File: src/rtl/systolic_array_nxn_pkg.sv
// Shared FSM encoding and default sizing for the NxN systolic matrix-multiply block.
package systolic_array_nxn_pkg;

  typedef enum logic [1:0] {
    ST_IDLE  = 2'd0,
    ST_LOAD  = 2'd1,
    ST_DRAIN = 2'd2,
    ST_DONE  = 2'd3
  } state_t;

  localparam int unsigned DEF_DW   = 8;
  localparam int unsigned DEF_N    = 2;
  localparam int unsigned DEF_KMAX = 16;

  // Full-precision product plus enough headroom for KMAX accumulations.
  function automatic int unsigned acc_width(input int unsigned dw, input int unsigned kmax);
    return 2 * dw + $clog2(kmax);
  endfunction

endpackage

File: src/rtl/systolic_pe.sv
// Processing element: forwards A right and B down one cycle, and accumulates a*b
// with optional saturation.
module systolic_pe
  import systolic_array_nxn_pkg::*;
#(
  parameter int unsigned DW   = DEF_DW,
  parameter int unsigned ACCW = acc_width(DEF_DW, DEF_KMAX)
) (
  input  logic            clk,
  input  logic            rst,
  input  logic            clr,
  input  logic            sat_mode,
  input  logic [DW-1:0]   a_in,
  input  logic [DW-1:0]   b_in,
  output logic [DW-1:0]   a_out,
  output logic [DW-1:0]   b_out,
  output logic [ACCW-1:0] acc
);

  logic [2*DW-1:0] prod;
  logic [ACCW:0]   sum;

  always_comb begin
    prod = {{DW{1'b0}}, a_in} * {{DW{1'b0}}, b_in};
    sum  = {1'b0, acc} + {{(ACCW + 1 - 2 * DW){1'b0}}, prod};
  end

  always_ff @(posedge clk or negedge rst) begin
    if (!rst) begin
      a_out <= '0;
      b_out <= '0;
      acc   <= '0;
    end else begin
      a_out <= a_in;
      b_out <= b_in;
      if (clr)
        acc <= '0;
      else if (sat_mode && sum[ACCW])
        acc <= '1;
      else
        acc <= sum[ACCW-1:0];
    end
  end

endmodule

File: src/rtl/systolic_array_nxn.sv
// Output-stationary NxN systolic array computing C = A*B over k_len slices, with
// input skew lines, a slice counter and the job FSM.
module systolic_array_nxn
  import systolic_array_nxn_pkg::*;
#(
  parameter int unsigned DW   = DEF_DW,
  parameter int unsigned N    = DEF_N,
  parameter int unsigned KMAX = DEF_KMAX,
  parameter int unsigned ACCW = acc_width(DW, KMAX)
) (
  input  logic                      clk,
  input  logic                      rst,
  input  logic                      start,
  input  logic [$clog2(KMAX+1)-1:0] k_len,
  input  logic                      sat_mode,
  input  logic                      in_valid,
  output logic                      in_ready,
  input  logic [N*DW-1:0]           a_vec,
  input  logic [N*DW-1:0]           b_vec,
  output logic                      busy,
  output logic                      done,
  output logic [N*N*ACCW-1:0]       c_flat
);

  localparam int unsigned KW        = $clog2(KMAX + 1);
  localparam int unsigned DRAIN_LEN = 2 * N - 2;
  localparam int unsigned DCW       = $clog2(DRAIN_LEN);
  localparam logic [KW-1:0] KMAX_K  = KW'(KMAX);

  state_t          state;
  logic [KW-1:0]   k_q;
  logic [KW-1:0]   cnt;
  logic [DCW-1:0]  dcnt;
  logic            sat_q;
  logic            start_ok;
  logic            accept;
  logic            clr;

  logic [DW-1:0]   a_h [N][N+1];
  logic [DW-1:0]   b_v [N+1][N];
  logic [ACCW-1:0] acc_arr [N][N];
  logic [DW-1:0]   a_spill_unused [N];
  logic [DW-1:0]   b_spill_unused [N];

  always_comb begin
    start_ok = start && (k_len != '0) && (k_len <= KMAX_K);
    in_ready = (state == ST_LOAD);
    accept   = in_valid && in_ready;
    busy     = (state == ST_LOAD) || (state == ST_DRAIN);
    done     = (state == ST_DONE);
    clr      = (state == ST_IDLE) && start_ok;
  end

  always_ff @(posedge clk or negedge rst) begin
    if (!rst) begin
      state <= ST_IDLE;
      k_q   <= '0;
      cnt   <= '0;
      dcnt  <= '0;
      sat_q <= 1'b0;
    end else begin
      case (state)
        ST_IDLE: begin
          if (start_ok) begin
            state <= ST_LOAD;
            k_q   <= k_len;
            sat_q <= sat_mode;
            cnt   <= '0;
          end
        end
        ST_LOAD: begin
          if (accept) begin
            cnt <= cnt + KW'(1);
            if (cnt == k_q - KW'(1)) begin
              state <= ST_DRAIN;
              dcnt  <= '0;
            end
          end
        end
        ST_DRAIN: begin
          if (dcnt == DCW'(DRAIN_LEN - 1))
            state <= ST_DONE;
          else
            dcnt <= dcnt + DCW'(1);
        end
        ST_DONE: state <= ST_IDLE;
        default: state <= ST_IDLE;
      endcase
    end
  end

  // Operands are zero whenever no slice is accepted, so stalls and drain add nothing.
  for (genvar i = 0; i < N; i++) begin : g_skew
    logic [DW-1:0] a_inj;
    logic [DW-1:0] b_inj;
    assign a_inj = accept ? a_vec[i*DW +: DW] : '0;
    assign b_inj = accept ? b_vec[i*DW +: DW] : '0;
    if (i == 0) begin : g_direct
      assign a_h[0][0] = a_inj;
      assign b_v[0][0] = b_inj;
    end else begin : g_dly
      logic [DW-1:0] a_sr [i];
      logic [DW-1:0] b_sr [i];
      always_ff @(posedge clk or negedge rst) begin
        if (!rst) begin
          for (int unsigned k = 0; k < i; k++) begin
            a_sr[k] <= '0;
            b_sr[k] <= '0;
          end
        end else begin
          a_sr[0] <= a_inj;
          b_sr[0] <= b_inj;
          for (int unsigned k = 1; k < i; k++) begin
            a_sr[k] <= a_sr[k-1];
            b_sr[k] <= b_sr[k-1];
          end
        end
      end
      assign a_h[i][0] = a_sr[i-1];
      assign b_v[0][i] = b_sr[i-1];
    end
  end

  for (genvar i = 0; i < N; i++) begin : g_row
    for (genvar j = 0; j < N; j++) begin : g_col
      systolic_pe #(
        .DW   (DW),
        .ACCW (ACCW)
      ) u_pe (
        .clk      (clk),
        .rst      (rst),
        .clr      (clr),
        .sat_mode (sat_q),
        .a_in     (a_h[i][j]),
        .b_in     (b_v[i][j]),
        .a_out    (a_h[i][j+1]),
        .b_out    (b_v[i+1][j]),
        .acc      (acc_arr[i][j])
      );
    end
    assign a_spill_unused[i] = a_h[i][N];
    assign b_spill_unused[i] = b_v[N][i];
  end

  always_comb begin
    c_flat = '0;
    for (int unsigned i = 0; i < N; i++)
      for (int unsigned j = 0; j < N; j++)
        c_flat[(i*N+j)*ACCW +: ACCW] = acc_arr[i][j];
  end

endmodule

File: config.mk
export PLATFORM = sky130hd
export DESIGN_NAME = systolic_array_nxn
export DESIGN_NICKNAME = d
export VERILOG_FILES = /design/src/rtl/systolic_array_nxn_pkg.sv /design/src/rtl/systolic_pe.sv /design/src/rtl/systolic_array_nxn.sv
export SDC_FILE = /design/constraint.sdc
export NUM_CORES = 1
export LEC_CHECK = 0
export CAP_MARGIN = 10
export CORE_ASPECT_RATIO = 0.7
export CORE_MARGIN = 3
export CORE_UTILIZATION = 50
export DETAILED_ROUTE_END_ITERATION = 10
export GPL_ROUTABILITY_DRIVEN = 1
export PLACE_DENSITY = 0.81
export SLEW_MARGIN = 20
export SYNTH_ARGS = -nofsm -noshare
export SYNTH_HDL_FRONTEND = slang
export SYNTH_SLANG_ARGS = --single-unit
export TNS_END_PERCENT = 30
File: constraint.sdc
create_clock -name clk -period 11.6 [get_ports clk]
set_clock_uncertainty 0.05 [all_clocks]
set_input_delay 1.16 -clock clk [delete_from_list [all_inputs] [get_ports clk]]
set_output_delay 1.16 -clock clk [all_outputs]
set_load 0.02 [all_outputs]
Word-level counts from Yosys, hierarchy flattened
Index checks and enable logic that the tools add are counted.
W data, S select, Z words.

cells by class
  $add $sub $neg = 7
  multiply operators = 4
  order comparisons = 1
  eq/ne operators = 8
  mux-type cells = 24
  reduce and logical (&&, ||, !) cells = 17

operator list
  operator               count
  $mux W20               8
  $add A20 B16 Y21       4
  $mul A8 B8 Y16         4
  $mux W8                4
  $mux W5                2
  $pmux W5 S2            1
  $logic_and A1 B1 Y1    8
  $mux W2                4
  $pmux W2 S4            1
  $reduce_and A3 Y1      2
  $add A5 B1 Y5 const B  1
  $eq A5 B5 Y1           1
  $le A5 B5 Y1 const B   1
  $reduce_bool A5 Y1     1
  $sub A5 B1 Y5 const B  1
  $eq A2 B2 Y1 const B   2
  $ne A2 B1 Y1 const B   2
  $ne A2 B2 Y1 const B   2
  $reduce_and A4 Y1      1
  $reduce_bool A2 Y1     2
  $mux W1                3
  $eq A2 B1 Y1 const B   1
  $logic_not A2 Y1       1
  $pmux W1 S2            1
  3 further kinds        3

word-level totals
  register bits = 142
  input port bits = 42
  output and inout bits = 83
  logic and storage cells = 76

Longest topological paths before layout
  depth in word-level cells = 8
  mapped depth = 23
  gate-level depth less buffers = 20

Cells and area by module
A second synthesis with hierarchy kept.

unflattened totals
  cells, all modules = 1790
  area, all modules = 17067.6 um^2

modules (own cells, without submodules)
  module                                 instances  cells each  area an instance (um^2)  sequential area each (um^2)
  systolic_pe at g_row[0].g_col[1].u_pe  1          416         3940.0                   900.9
  systolic_pe at g_row[1].g_col[0].u_pe  1          408         3847.4                   900.9
  systolic_pe at g_row[0].g_col[0].u_pe  1          401         3846.2                   900.9
  systolic_pe at g_row[1].g_col[1].u_pe  1          410         3808.7                   900.9
  systolic_array_nxn                     1          155         1625.3                   750.7

Least setup slack after synthesis
OpenSTA, ideal clock, no wires.

  kind = input-to-reg
  start point = in in_valid
  end point = reg g_row[0].g_col[0].u_pe.acc[12]
  setup time = 0.078 ns
  arrival = 5.511 ns
  data required time = 11.472 ns
  path slack = 5.961 ns
  stages on the path = 19
  buffers on the path = 3
  cell sequence = clkbuf_1 -> and3_1 -> clkbuf_1 -> nand2_1 -> fa_1 -> inv_1 -> fa_1 -> inv_1 -> fa_1 -> fa_1 -> inv_1 -> ha_1 -> o21ai_0 -> o211ai_1 -> a211oi_1 -> o21ai_0 -> nand4_1 -> buf_2 -> a21oi_1

RTL lines
  item                  RTL line                  source
  start, declared       systolic_array_nxn.sv:16  input logic in_valid,
  end signal, assigned  systolic_pe.sv:41         acc <= sum[ACCW-1:0];
  end, declared         systolic_pe.sv:17         output logic [ACCW-1:0] acc

Final worst setup path
  start point = in in_valid
  end point = reg g_row[0].g_col[0].u_pe.acc[4]

on the way
  cells in the longest elaborated chain, start to end = 7
  elaborated cells on any way between the ends = 8
  classes of those cells = 1 x add/sub; 1 x mul; 4 x mux; 2 x reduce/logical

ends and longest elaborated chain
  item                               RTL line                                            source
  $logic_and A1 B1 Y1 (*)            systolic_array_nxn.sv:48                            accept = in_valid && in_ready;
  $mux W8, on equally long branches  systolic_array_nxn.sv:96, systolic_array_nxn.sv:97
  $mul A8 B8 Y16 (*)                 systolic_pe.sv:24                                   prod = {{DW{1'b0}}, a_in} * {{DW{1'b0}}, b_in};
  $add A20 B16 Y21 (*)               systolic_pe.sv:25                                   sum = {1'b0, acc} + {{(ACCW + 1 - 2 * DW){1'b0}}, prod};
  $logic_and A1 B1 Y1                systolic_pe.sv:38                                   else if (sat_mode && sum[ACCW])
  $mux W20 (*)                       systolic_pe.sv:38
  $mux W20 (*)                       systolic_pe.sv:36                                   if (clr)

Mark *: on every way between the ends. The rest lies on a longest branch, timed or not.
A chain may end at the register's enable or synchronous reset.

==> metrics.txt <==
outcome=complete, no violations; CP required=between 10 and 15 ns; routed vias=approximately 12k; Post-Route WL=38840 µm; initial antenna violation count=3; Routed WL per cell=around 17 µm; Netlist cell types=63; Slew headroom=between 30 and 40%; worst IR drop on VDD=~0.15 mV; Root Buffer=clkbuf_16; CP max FO=42; Die H=155.0 µm; post-synthesis register bit count=142; yosys warns=0; Post-synth EDFFs=0; H-tree depth=4; deepest clock path buffer count=2; die width=218.9 µm; Crit Path Category=in2reg; commonest non-fill, non-tap cells in the layout=373 x inv_1, 200 x fa_1, 181 x nand2_1, 171 x ha_1, 143 x and2_1; post-synth net total=~2.1k; Critical Path Max Stage Delay=0.58 ns; fmax=153.4 MHz; leakage=9.279 nW; FP Rows=53; critical path capture point type=register; post-synthesis average cell area=9.247 µm²; total CTS buffers=17; sequential fraction of the synthesis area=22.39%; pre-CTS setup slack=roughly 4.8 ns; drt initial violations=930; post-cts resize count=0; largest net degree at the start of global routing=between 70 and 80; Worst-Skew Late Latency=about 0.43 ns; ys flop type=dfrtp_1; GR Overflow Total=0; Reg clk slew, reported paths=approximately 0.060 ns; Area growth, synth to finish=13.29%; CP Data Arrival Time=just under 7 ns; layout net count=about 2.2k; Synth area leader=fa_1; Remaining DRCs=0; most common cell after layout, fill and taps aside=inv_1; CTS tree=yes; most used cell, CP=fa_1; first-pass GRT wire length=between 60000 and 70000 µm; hold path cells=2; drt first pass iters=5; r2r worst-path depth=19; Cell Area, Synth=between 0.015 and 0.02 mm²; final number of hold-violating endpoints=0; Hold EP=k_q[4]; detail-routed via count per cell=about 5.5; number of port buffers=124; Max Slew Vio Count=0; Finish-stage setup viols=0; Power Density=between 150 and 200 mW/mm²; dpl hpwl=approximately 31000 µm; layout cells sized above 1=2.516%; Startpoint Class=input port; post-CTS setup buffer count=0; setup TNS after final layout=0 ns; Slowest-stage cell, CP=fa_1; ranking of synthesized cells by area=fa_1 25%, dfrtp_1 22%, ha_1 13%, inv_1 8.8%, and2_1 5.6%; starting density of the core=between 50% and 60%; Worst Hold Launch=k_q[4]; placed cell area=around 0.017 mm²; Final WS setup=just over 5 ns; vias in the first global route=around 13k; gpl congestion=0.9395; Antenna Nets Post-Route=0; CP cell instances=clkdlybuf4s50_1, buf_4, and3_1, nand2_1, fa_1, inv_1, fa_1, fa_1, inv_1, fa_1, inv_1, ha_1, a21oi_1, o21ai_0, a211oi_1, o21ai_0, nand4_1, a21oi_1; crit share post-route=around 56%; core area=0.03064 mm²; fin area=approximately 0.018 mm²; Synth async-reset ratio=100.0%; Tmin final=6.520 ns; worst-margin pin slew=1.033 ns; Syn Inst Count=roughly 1.7k; # hold bufs at CTS=0; Ports=between 100 and 150; start of the worst register-to-register path=state[1]; setup repair after global routing missed its margin=false; post-synth top area share=between 20 and 30%; hold crit path type=reg2reg; die area=0.03394 mm²; Total GRT Usage=between 20% and 30%; Reg-to-Reg End=g_row[0].g_col[0].u_pe.acc[4]; CTS Sinks=~140; flop-to-flop setup slack=5.57 ns; MaxCap Viol Count=0
-- synthesized netlist by cell type, types with 10 or more instances --
cell        n
and2_1    143
a21o_1     26
and3_1     39
xnor2_1    24
fa_1      200
nand4_1    11
inv_1     373
nor2_1     33
ha_1      171
clkbuf_1   37
o21ai_0    49
o211ai_1   12
a31oi_1    10
xor2_1     29
nand3_1    13
dfrtp_1   142
o21a_1     13
nand2_1   181
a21oi_1    92
-- power breakdown --
| part | total, mW | switching, mW | internal, mW |
|---|---|---|---|
| sequential | 0.821 | 0.178 | 0.643 |
| combinational | 1.65 | 0.940 | 0.707 |
| clock | 0.496 | 0.217 | 0.279 |
| total | 2.96 | 1.34 | 1.63 |
-- cell families (layout without fill, tap and decap cells) --
logic type	after synthesis	count (layout)	share of synthesized area (%)
xor gates and xnor gates	53	53	2.925
adders and majority gates	371	371	38.72
muxes	6	6	0.3864
and+or+nand+nor	460	460	14.82
other	0	1	0
buffers and inverters	418	530	10.05
AOI/OAI and AO/OA	266	266	10.71
DFF	142	142	22.39
-- critical path: cells and delay by family --
family / cells / cell delay, ns
fa+ha+maj: 5 / 2.40
compound gates: 5 / 1.14
simple gates: 3 / 1.10
buf+inv: 5 / 1.00
-- how the worst max path moves through the flow --
stage | start | to | cells past startpoint
2_1_floorplan | in_valid | g_row[0].g_col[0].u_pe.acc[12] | 19
3_3_place_gp | in_valid | g_row[0].g_col[0].u_pe.acc[4] | 18
3_5_place_dp | in_valid | g_row[0].g_col[0].u_pe.acc[9] | 18
4_1_cts | in_valid | g_row[0].g_col[0].u_pe.acc[4] | 18
5_1_grt | in_valid | g_row[0].g_col[0].u_pe.acc[8] | 18
6_report | in_valid | g_row[0].g_col[0].u_pe.acc[4] | 18
-- registers in the layout (all words and copies together), names as in the netlist --
name                    cells
cnt                         5
dcnt                        1
g_row.g_col.u_pe.a_out     16
g_row.g_col.u_pe.acc       80
g_row.g_col.u_pe.b_out     16
g_skew.g_dly.a_sr           8
g_skew.g_dly.b_sr           8
k_q                         5
sat_q                       1
state                       2
-- layer usage --
| layer | GRT usage [%] | wire length, µm | vias to the layer above |
|---|---|---|---|
| met5 | 0 | 0 | - |
| met2 | 36.34 | 17160 | 469 |
| met4 | 5.365 | 561 | 0 |
| met1 | 35.81 | 18130 | 6085 |
| li1 | - | - | 5622 |
| met3 | 4.842 | 2998 | 41 |
-- metrics by stage --
step	power [mW]	utilization [%]	cells	hold slack, ns
after floorplan	1.880	-	1716	0.3019
after CTS	2.974	58.67	2240	0.4646
final	2.965	58.67	2241	0.4631
after global placement	2.402	57.00	2211	0.4379
after global routing	3.218	58.67	2241	0.4714
after detailed placement	2.457	57.01	2211	0.4505
-- final cells by class --
cell class	instances	area [µm²]
tap	412	515.5
sequential	142	3553
clock inverter	7	42.54
timing repair buffer	128	1272
antenna	1	2.502
multi-input combinational	1156	10730
clock buffer	22	464.2
inverter	373	1400
fill	2607	12660
No activity file was read; power rests on OpenSTA's default activity.
